`src/rtl/multicycle_control.sv`:
```
// Main control FSM of the multicycle RISC-V datapath (ld, sd, R-type, beq).
// Moore outputs decoded from the state register; pc_write additionally gated by the ALU zero flag.
module multicycle_control #(
    parameter logic [6:0] OPC_LD    = 7'b0000011,
    parameter logic [6:0] OPC_SD    = 7'b0100011,
    parameter logic [6:0] OPC_RTYPE = 7'b0110011,
    parameter logic [6:0] OPC_BEQ   = 7'b1100011
) (
    input  logic       clk,
    input  logic       rst,
    input  logic [6:0] opcode,
    input  logic       zero,
    output logic       pc_write,
    output logic       adr_src,
    output logic       mem_write,
    output logic       ir_write,
    output logic [1:0] result_src,
    output logic [1:0] alu_src_a,
    output logic [1:0] alu_src_b,
    output logic [1:0] alu_op,
    output logic       reg_write,
    output logic       illegal,
    output logic [3:0] state
);

    typedef enum logic [3:0] {
        S_RST    = 4'd0,
        S_FETCH  = 4'd1,
        S_DECODE = 4'd2,
        S_MEMADR = 4'd3,
        S_MEMRD  = 4'd4,
        S_MEMWB  = 4'd5,
        S_MEMWR  = 4'd6,
        S_EXEC   = 4'd7,
        S_ALUWB  = 4'd8,
        S_BEQ    = 4'd9
    } state_t;

    state_t r_state;
    state_t w_next;
    logic   r_illegal;
    logic   w_pc_update;
    logic   w_branch;
    logic   w_unknown_op;

    assign w_unknown_op = !(opcode inside {OPC_LD, OPC_SD, OPC_RTYPE, OPC_BEQ});

    // NOTE: sequential state uses non-blocking assignments so every register samples pre-edge values.
    always_ff @(posedge clk or posedge rst) begin
        if (rst) begin
            r_state <= S_RST;
        end else begin
            r_state <= w_next;
        end
    end

    // Sticky flag: records that DECODE saw an opcode this controller cannot sequence.
    always_ff @(posedge clk or posedge rst) begin
        if (rst) begin
            r_illegal <= 1'b0;
        end else if (r_state == S_DECODE && w_unknown_op) begin
            r_illegal <= 1'b1;
        end
    end

    always_comb begin
        // NOTE: every output gets a default first so no path through the case infers a latch.
        w_next      = r_state;
        w_pc_update = 1'b0;
        w_branch    = 1'b0;
        adr_src     = 1'b0;
        mem_write   = 1'b0;
        ir_write    = 1'b0;
        result_src  = 2'b00;
        alu_src_a   = 2'b00;
        alu_src_b   = 2'b00;
        alu_op      = 2'b00;
        reg_write   = 1'b0;
        case (r_state)
            S_RST: w_next = S_FETCH;
            S_FETCH: begin
                ir_write    = 1'b1;
                w_pc_update = 1'b1;
                alu_src_b   = 2'b10;
                result_src  = 2'b10;
                w_next      = S_DECODE;
            end
            S_DECODE: begin
                // Branch target PC+imm is precomputed here into ALUOut.
                alu_src_a = 2'b01;
                alu_src_b = 2'b01;
                if (opcode == OPC_LD || opcode == OPC_SD) w_next = S_MEMADR;
                else if (opcode == OPC_RTYPE)             w_next = S_EXEC;
                else if (opcode == OPC_BEQ)               w_next = S_BEQ;
                else                                      w_next = S_FETCH;
            end
            S_MEMADR: begin
                alu_src_a = 2'b10;
                alu_src_b = 2'b01;
                w_next    = (opcode == OPC_SD) ? S_MEMWR : S_MEMRD;
            end
            S_MEMRD: begin
                adr_src = 1'b1;
                w_next  = S_MEMWB;
            end
            S_MEMWB: begin
                result_src = 2'b01;
                reg_write  = 1'b1;
                w_next     = S_FETCH;
            end
            S_MEMWR: begin
                adr_src   = 1'b1;
                mem_write = 1'b1;
                w_next    = S_FETCH;
            end
            S_EXEC: begin
                alu_src_a = 2'b10;
                alu_op    = 2'b10;
                w_next    = S_ALUWB;
            end
            S_ALUWB: begin
                reg_write = 1'b1;
                w_next    = S_FETCH;
            end
            S_BEQ: begin
                alu_src_a = 2'b10;
                alu_op    = 2'b01;
                w_branch  = 1'b1;
                w_next    = S_FETCH;
            end
            default: w_next = S_RST;
        endcase
    end

    assign pc_write = w_pc_update | (w_branch & zero);
    assign illegal  = r_illegal;
    assign state    = r_state;

endmodule
```
`config.mk`:
```
export PLATFORM = sky130hd
export DESIGN_NAME = multicycle_control
export DESIGN_NICKNAME = d
export VERILOG_FILES = /design/src/rtl/multicycle_control.sv
export SDC_FILE = /design/constraint.sdc
export NUM_CORES = 1
export LEC_CHECK = 0
export ABC_AREA = 1
export BUFFER_PORTS_ARGS = -buffer_cell sky130_fd_sc_hd__clkbuf_2
export CAP_MARGIN = 10
export CORE_AREA = 2 2 39 41
export DETAILED_ROUTE_END_ITERATION = 8
export DIE_AREA = 0 0 41 43
export PLACE_DENSITY_LB_ADDON = 0.08
export REMOVE_ABC_BUFFERS = 1
export SLEW_MARGIN = 15
export SYNTH_ARGS = -nofsm -noshare
export SYNTH_HDL_FRONTEND = slang
export SYNTH_SLANG_ARGS = --single-unit
```
`constraint.sdc`:
```
create_clock -name clk -period 0.94 [get_ports clk]
set_input_delay 0.047 -clock clk [delete_from_list [all_inputs] [get_ports clk]]
set_output_delay 0.047 -clock clk [all_outputs]
set_load 0.05 [all_outputs]
```
==> flow_metrics.env, run 1 <==
export IMPL_status="finished with violations"
export IMPL_violations="negative setup slack"
export IMPL_yosys_top_cells_count="nand2_1 (16), nor2_1 (12), inv_1 (11)"
export IMPL_coreArea_sq_um=1380
export IMPL_grt_max_degree=7
export IMPL_synthCells=68
export IMPL_dpl_worst_slack_ns=-0.217
export IMPL_n_antenna_cell=0
export IMPL_syn_cell_area_sq_um=407
export IMPL_num_vias=592
export IMPL_finalInstanceArea_sq_um=1080
export IMPL_cp_slowest_cell="dfrtp_2"
export IMPL_worst_path_stages=8
export IMPL_fin_crit_ns=1.36
export IMPL_rows=14
export IMPL_gp_congestion=0.685
export IMPL_critPathMaxStageDelay_ns=0.44
export IMPL_postLayoutCoreUtil_pct=77.8
export IMPL_yosys_top_cells_area="dfrtp_1 (31%), nand2_1 (15%), nor2_1 (11%)"
export IMPL_crit_type="reg2out"
export IMPL_r2r_end="state[1]"
export IMPL_clk_latency_ns=0.24
export IMPL_grt_ovfl_total=0
export IMPL_path_cells="inv_2, nand2_4, inv_4, nand2_4, inv_4, nand2_2, nand2_2, buf_8"
export IMPL_rsz0062_at_grt="true"
export IMPL_synth_warnings=0
export IMPL_die_width_um=41
export IMPL_crit_required_ns=0.89
export IMPL_ys_seq_area_share_pct=30.8
export IMPL_setup_viol=21
export IMPL_ir_drop_mv=1.86
export IMPL_clockBufferDepth=2
export IMPL_critPathCapture="pc_write"
export IMPL_rrSetupSlack_ns=-0.25
export IMPL_crit_start="state[1]"
export IMPL_wl_per_cell_um=12.8
export IMPL_ff2ff_path_depth=7
export IMPL_grt_pass1_wl_mm=2.25
export IMPL_clkTransAtPathRegs_ns=0.04
export IMPL_placed_area_sq_um=607
export IMPL_num_fill_cells=94
export IMPL_p_leak_nw=0.545
export IMPL_finClkSkew_ns=0.00212
export IMPL_finalHoldViolations=0
export IMPL_die_h_um=43
export IMPL_grt_pass1_vias=552
export IMPL_start_kind="flip-flop"
export IMPL_grt_usage_pct=18.2
export IMPL_cts_max_level=1
export IMPL_reg2reg_from="state[2]"
export IMPL_cp_max_fo=4
export IMPL_drv_slew=0
export IMPL_synth_cell_types=12
export IMPL_drc=0
export IMPL_worst_ep_arrival_time_ns=1.31
export IMPL_tightestPinTransition_ns=0.275
export IMPL_clock_root_buffer="clkbuf_4"
export IMPL_crit_path_end_kind="output port"
export IMPL_crit_buf_inv=4
export IMPL_synth_edf_count=0
export IMPL_clock_sinks=5
export IMPL_antenna_found_initial=0
export IMPL_wl_mm=1.64
export IMPL_hold_path_class="in2reg"
export IMPL_cts_buffers=3
export IMPL_synth_top_cell_by_area="dfrtp_1"
export IMPL_start_util_pct=29.4
export IMPL_synth_top_area_share_pct=30.8
export IMPL_synthFlopType="dfrtp_1"
export IMPL_syn_avg_cell_area_sq_um=5.98
export IMPL_fin_ws_ns=-0.416
export IMPL_ios=28
export IMPL_fmax_mhz=738
export IMPL_syn_to_final_growth_pct=165
export IMPL_cellPowerDensity_nw_per_um2=3750
export IMPL_dr_pass1_iters=4
export IMPL_cts_tree="built"
export IMPL_maxSlewHeadroom_pct=81.7
export IMPL_portBuffers=27
export IMPL_dp_hpwl_um=884
export IMPL_synth_most_common_cell="nand2_1"
export IMPL_fin_tns_setup_ns=-5.70
export IMPL_cp_top_family="flip-flops"
export IMPL_die_area_sq_um=1760
export IMPL_nNetsFinal=123
export IMPL_ant_nets=0
export IMPL_async_flop_share_pct=100
export IMPL_first_iter_violations=5
export IMPL_finalCritPeriodShare_pct=144
export IMPL_drive_gt1_share_pct=70.5
export IMPL_max_cap_viol_count=0
export IMPL_avgViaCountPerCell=4.63
export IMPL_ys_ff_latch=5
-- sequential cells by signal, summed over array words and instances, names as in the netlist --
signal and count:
illegal 1, state 4
-- through the flow --
step | cells | hold slack (ns) | power, mW
4_1_cts | 127 | 0.135 | 3.63
2_1_floorplan | 66 | -0.174 | 1.66
3_5_place_dp | 117 | -0.0655 | 2.29
5_1_grt | 128 | 0.146 | 4.21
6_report | 128 | 0.142 | 4.04
3_3_place_gp | 117 | -0.0679 | 2.28
-- power breakdown --
group          leakage [nW]  internal, mW  switching (mW)
clock                0.0150         0.160          0.0857
sequential           0.0563         0.288           0.124
combinational         0.474          1.49            1.89
-- worst min path at each step --
stage | startpoint | endpoint | slack [ns] | depth (start not counted)
CTS | opcode[6] | state[2] | 0.13 | 4
global placement | rst | state[3] | -0.07 | 2
global route | opcode[6] | state[2] | 0.15 | 4
finish | opcode[6] | state[2] | 0.14 | 4
detailed placement | rst | state[3] | -0.07 | 2
floorplan | rst | illegal | -0.17 | 1
-- layer usage --
layer | share of wire (%) | GRT usage, % | routed length (um) | up-vias
met5 | 0 | 0 | 0 | -
met4 | 0 | 2.00 | 0 | 0
met3 | 4.4 | 4.71 | 73 | 0
met2 | 58 | 34.1 | 954 | 21
met1 | 37 | 19.5 | 615 | 282
li1 | - | - | - | 289
-- layout make-up --
class / count / area [sq um] / area share (%)
clock buffer: 4 / 26.3 / 2.44
timing repair buffer: 42 / 494 / 45.9
inverter: 16 / 72.6 / 6.74
multi-input combinational: 45 / 334 / 31.0
tap: 16 / 20.0 / 1.86
sequential: 5 / 129 / 12.0
-- kinds of logic after synthesis --
logic type             share of synthesized area, %
buffers and inverters                          18.5
DFF                                            30.8
AOI/OAI and AO/OA                              6.15
and+or+nand+nor                                44.6
-- repair_timing --
item / 4_1_cts / 5_1_grt
pin swaps: 6 / 2
gates resized for setup: 71 / 30
hold endpoints to repair: 5 / 0
hold buffers: 1 / 0
setup buffers: 5 / 1
setup endpoints to repair: 22 / 22
-- worst register-to-register path, cell delays in order (launching register included) --
cell     delay [ns]
dfrtp_2        0.44
inv_2          0.11
nand2_8        0.07
inv_2          0.06
nand2_2        0.09
buf_4          0.15
buf_4          0.12
nand3_1        0.07
-- placed cells by master, fill, tap and decap left out, types with 4 or more instances in the layout --
| cell type | count |
|---|---|
| buf_8 | 8 |
| inv_4 | 5 |
| buf_6 | 8 |
| inv_1 | 7 |
| nand3_1 | 4 |
| nand2_1 | 10 |
| inv_2 | 4 |
| clkbuf_16 | 6 |
| nor2_1 | 7 |
| clkbuf_2 | 10 |
| nand2_2 | 4 |
| buf_4 | 8 |
| nor2_4 | 6 |
No activity file was read; power rests on OpenSTA's default activity.
==> run 2: changes to the inputs <==
--- a/config.mk
+++ b/config.mk
@@ -9,6 +9,7 @@
 export BUFFER_PORTS_ARGS = -buffer_cell sky130_fd_sc_hd__clkbuf_2
 export CAP_MARGIN = 10
 export CORE_AREA = 2 2 39 41
+export CTS_BUF_LIST = sky130_fd_sc_hd__clkbuf_8
 export DETAILED_ROUTE_END_ITERATION = 8
 export DIE_AREA = 0 0 41 43
 export PLACE_DENSITY_LB_ADDON = 0.08
==> flow_metrics.env, run 2 (synthesized netlist as in run 1, its figures left out) <==
export IMPL_dr_pass1_iters=4
export IMPL_setup_viol=22
export IMPL_dpl_worst_slack_ns=-0.217
export IMPL_n_antenna_cell=0
export IMPL_clockBufferDepth=2
export IMPL_p_leak_nw=0.547
export IMPL_max_cap_viol_count=0
export IMPL_met2WireLength_um=968
export IMPL_finalInstanceArea_sq_um=1060
export IMPL_worst_hold_slack_ns=0.161
export IMPL_status="finished with violations"
export IMPL_rsz0062_at_grt="true"
export IMPL_avgViaCountPerCell=4.63
export IMPL_maxSlewHeadroom_pct=81.7
export IMPL_grt_usage_pct=19.5
export IMPL_rows=14
export IMPL_clkTransAtPathRegs_ns=0.04
export IMPL_clk_latency_ns=0.22
export IMPL_finalCritPeriodShare_pct=138
export IMPL_syn_to_final_growth_pct=161
export IMPL_hold_depth=4
export IMPL_violations="negative setup slack"
export IMPL_crit_type="reg2out"
export IMPL_drive_gt1_share_pct=70.8
export IMPL_nNetsFinal=124
export IMPL_cts_buffers=3
export IMPL_finalHoldViolations=0
export IMPL_layout_commonest_cell="nand2_1"
export IMPL_cts_tree="built"
export IMPL_grt_max_degree=7
export IMPL_portBuffers=27
export IMPL_cts_max_level=1
export IMPL_fmax_mhz=769
export IMPL_dp_hpwl_um=884
export IMPL_die_h_um=43
export IMPL_layout_common_cells="nand2_1 (11), clkbuf_2 (10), buf_6 (8), buf_4 (8)"
export IMPL_cellPowerDensity_nw_per_um2=3780
export IMPL_placed_area_sq_um=607
export IMPL_wl_met3_um=69
export IMPL_antenna_found_initial=0
export IMPL_power_mw=4.01
export IMPL_ir_drop_mv=2.64
export IMPL_crit_path_end_kind="output port"
export IMPL_first_iter_violations=5
export IMPL_grt_ovfl_total=0
export IMPL_num_vias=597
export IMPL_crit_required_ns=0.89
export IMPL_ios=28
export IMPL_grt_pass1_wl_mm=2.33
export IMPL_highest_layer="met4"
export IMPL_worst_ep_arrival_time_ns=1.25
export IMPL_hold_path_class="in2reg"
export IMPL_fin_crit_ns=1.30
export IMPL_wl_mm=1.68
export IMPL_drv_slew=0
export IMPL_coreArea_sq_um=1380
export IMPL_grt_pass1_vias=556
export IMPL_die_area_sq_um=1760
export IMPL_clock_root_buffer="clkbuf_8"
export IMPL_crit_start="state[1]"
export IMPL_hp_start="opcode[6]"
export IMPL_die_width_um=41
export IMPL_reg2reg_from="state[2]"
export IMPL_fin_tns_setup_ns=-5.71
export IMPL_gp_congestion=0.685
export IMPL_wl_per_cell_um=13.0
export IMPL_cp_max_fo=4
export IMPL_largest_reg_flops=4
export IMPL_ff2ff_path_depth=6
export IMPL_clock_sinks=5
export IMPL_tightestPinTransition_ns=0.275
export IMPL_ant_nets=0
export IMPL_drc=0
export IMPL_start_util_pct=29.4
export IMPL_start_kind="flip-flop"
export IMPL_fin_ws_ns=-0.360
export IMPL_finClkSkew_ns=0.00168
export IMPL_wl_met1_um=600
run 2: cell count changes in the layout (fill, tap and decap cells not counted), moves of 3 or more:
| cell | change |
|---|---|
| clkbuf_8 | +5 |
| inv_2 | +3 |
| nand3_1 | -3 |
| nand3_2 | +4 |
| o21ai_1 | +3 |
| o21ai_2 | -3 |
run 2: path summary, 6_finish.rpt:
| kind | end | slack (ns) |
|---|---|---|
| worst max register to register | state[0] | -0.26 |
| worst max-delay path | alu_op[0] | -0.36 |
| worst min-delay path | state[2] | 0.16 |
| min in group asynchronous | state[0] | 0.25 |
| worst min register to register | illegal | 0.46 |
| max in group asynchronous | state[2] | 0.50 |
run 2: stage by stage:
stage,std cells,utilization (%)
2_1_floorplan,66,-
3_3_place_gp,117,43.9
3_5_place_dp,117,43.9
4_1_cts,127,68.7
5_1_grt,129,76.7
6_report,129,76.7
run 2: what timing repair did:
item                                    4_1_cts  5_1_grt
pin swaps                                     4       10
endpoints found under the setup margin       21       22
hold buffers                                  1        0
hold endpoints to repair                      5        0
resized for setup                            57       34
buffers inserted                              5        2
run 2: final cells by class:
type                            instances  area [sq um]
Inverter                               16          67.6
Clock buffer                            3          41.3
Clock inverter                          1          3.75
Tap cell                               16          20.0
Fill cell                              96           323
Sequential cell                         5           129
Timing Repair Buffer                   43           499
Multi-Input combinational cell         45           300
run 2: layer usage:
metal / global-route usage, % / vias to the layer above
li1: - / 291
met2: 36.3 / 22
met1: 20.2 / 280
met4: 4.00 / 0
met5: 0 / -
met3: 4.71 / 4
run 2: critical path, cell delays in order (launching register included):
cell,delay [ns]
dfrtp_2,0.44
inv_2,0.09
nand2_4,0.06
inv_4,0.06
nand2_2,0.06
inv_2,0.06
buf_4,0.11
clkbuf_16,0.15
run 2: power breakdown:
group	leakage [nW]	internal, mW	switching (mW)
clock	0.0269	0.280	0.101
sequential	0.0563	0.289	0.127
combinational	0.463	1.42	1.80
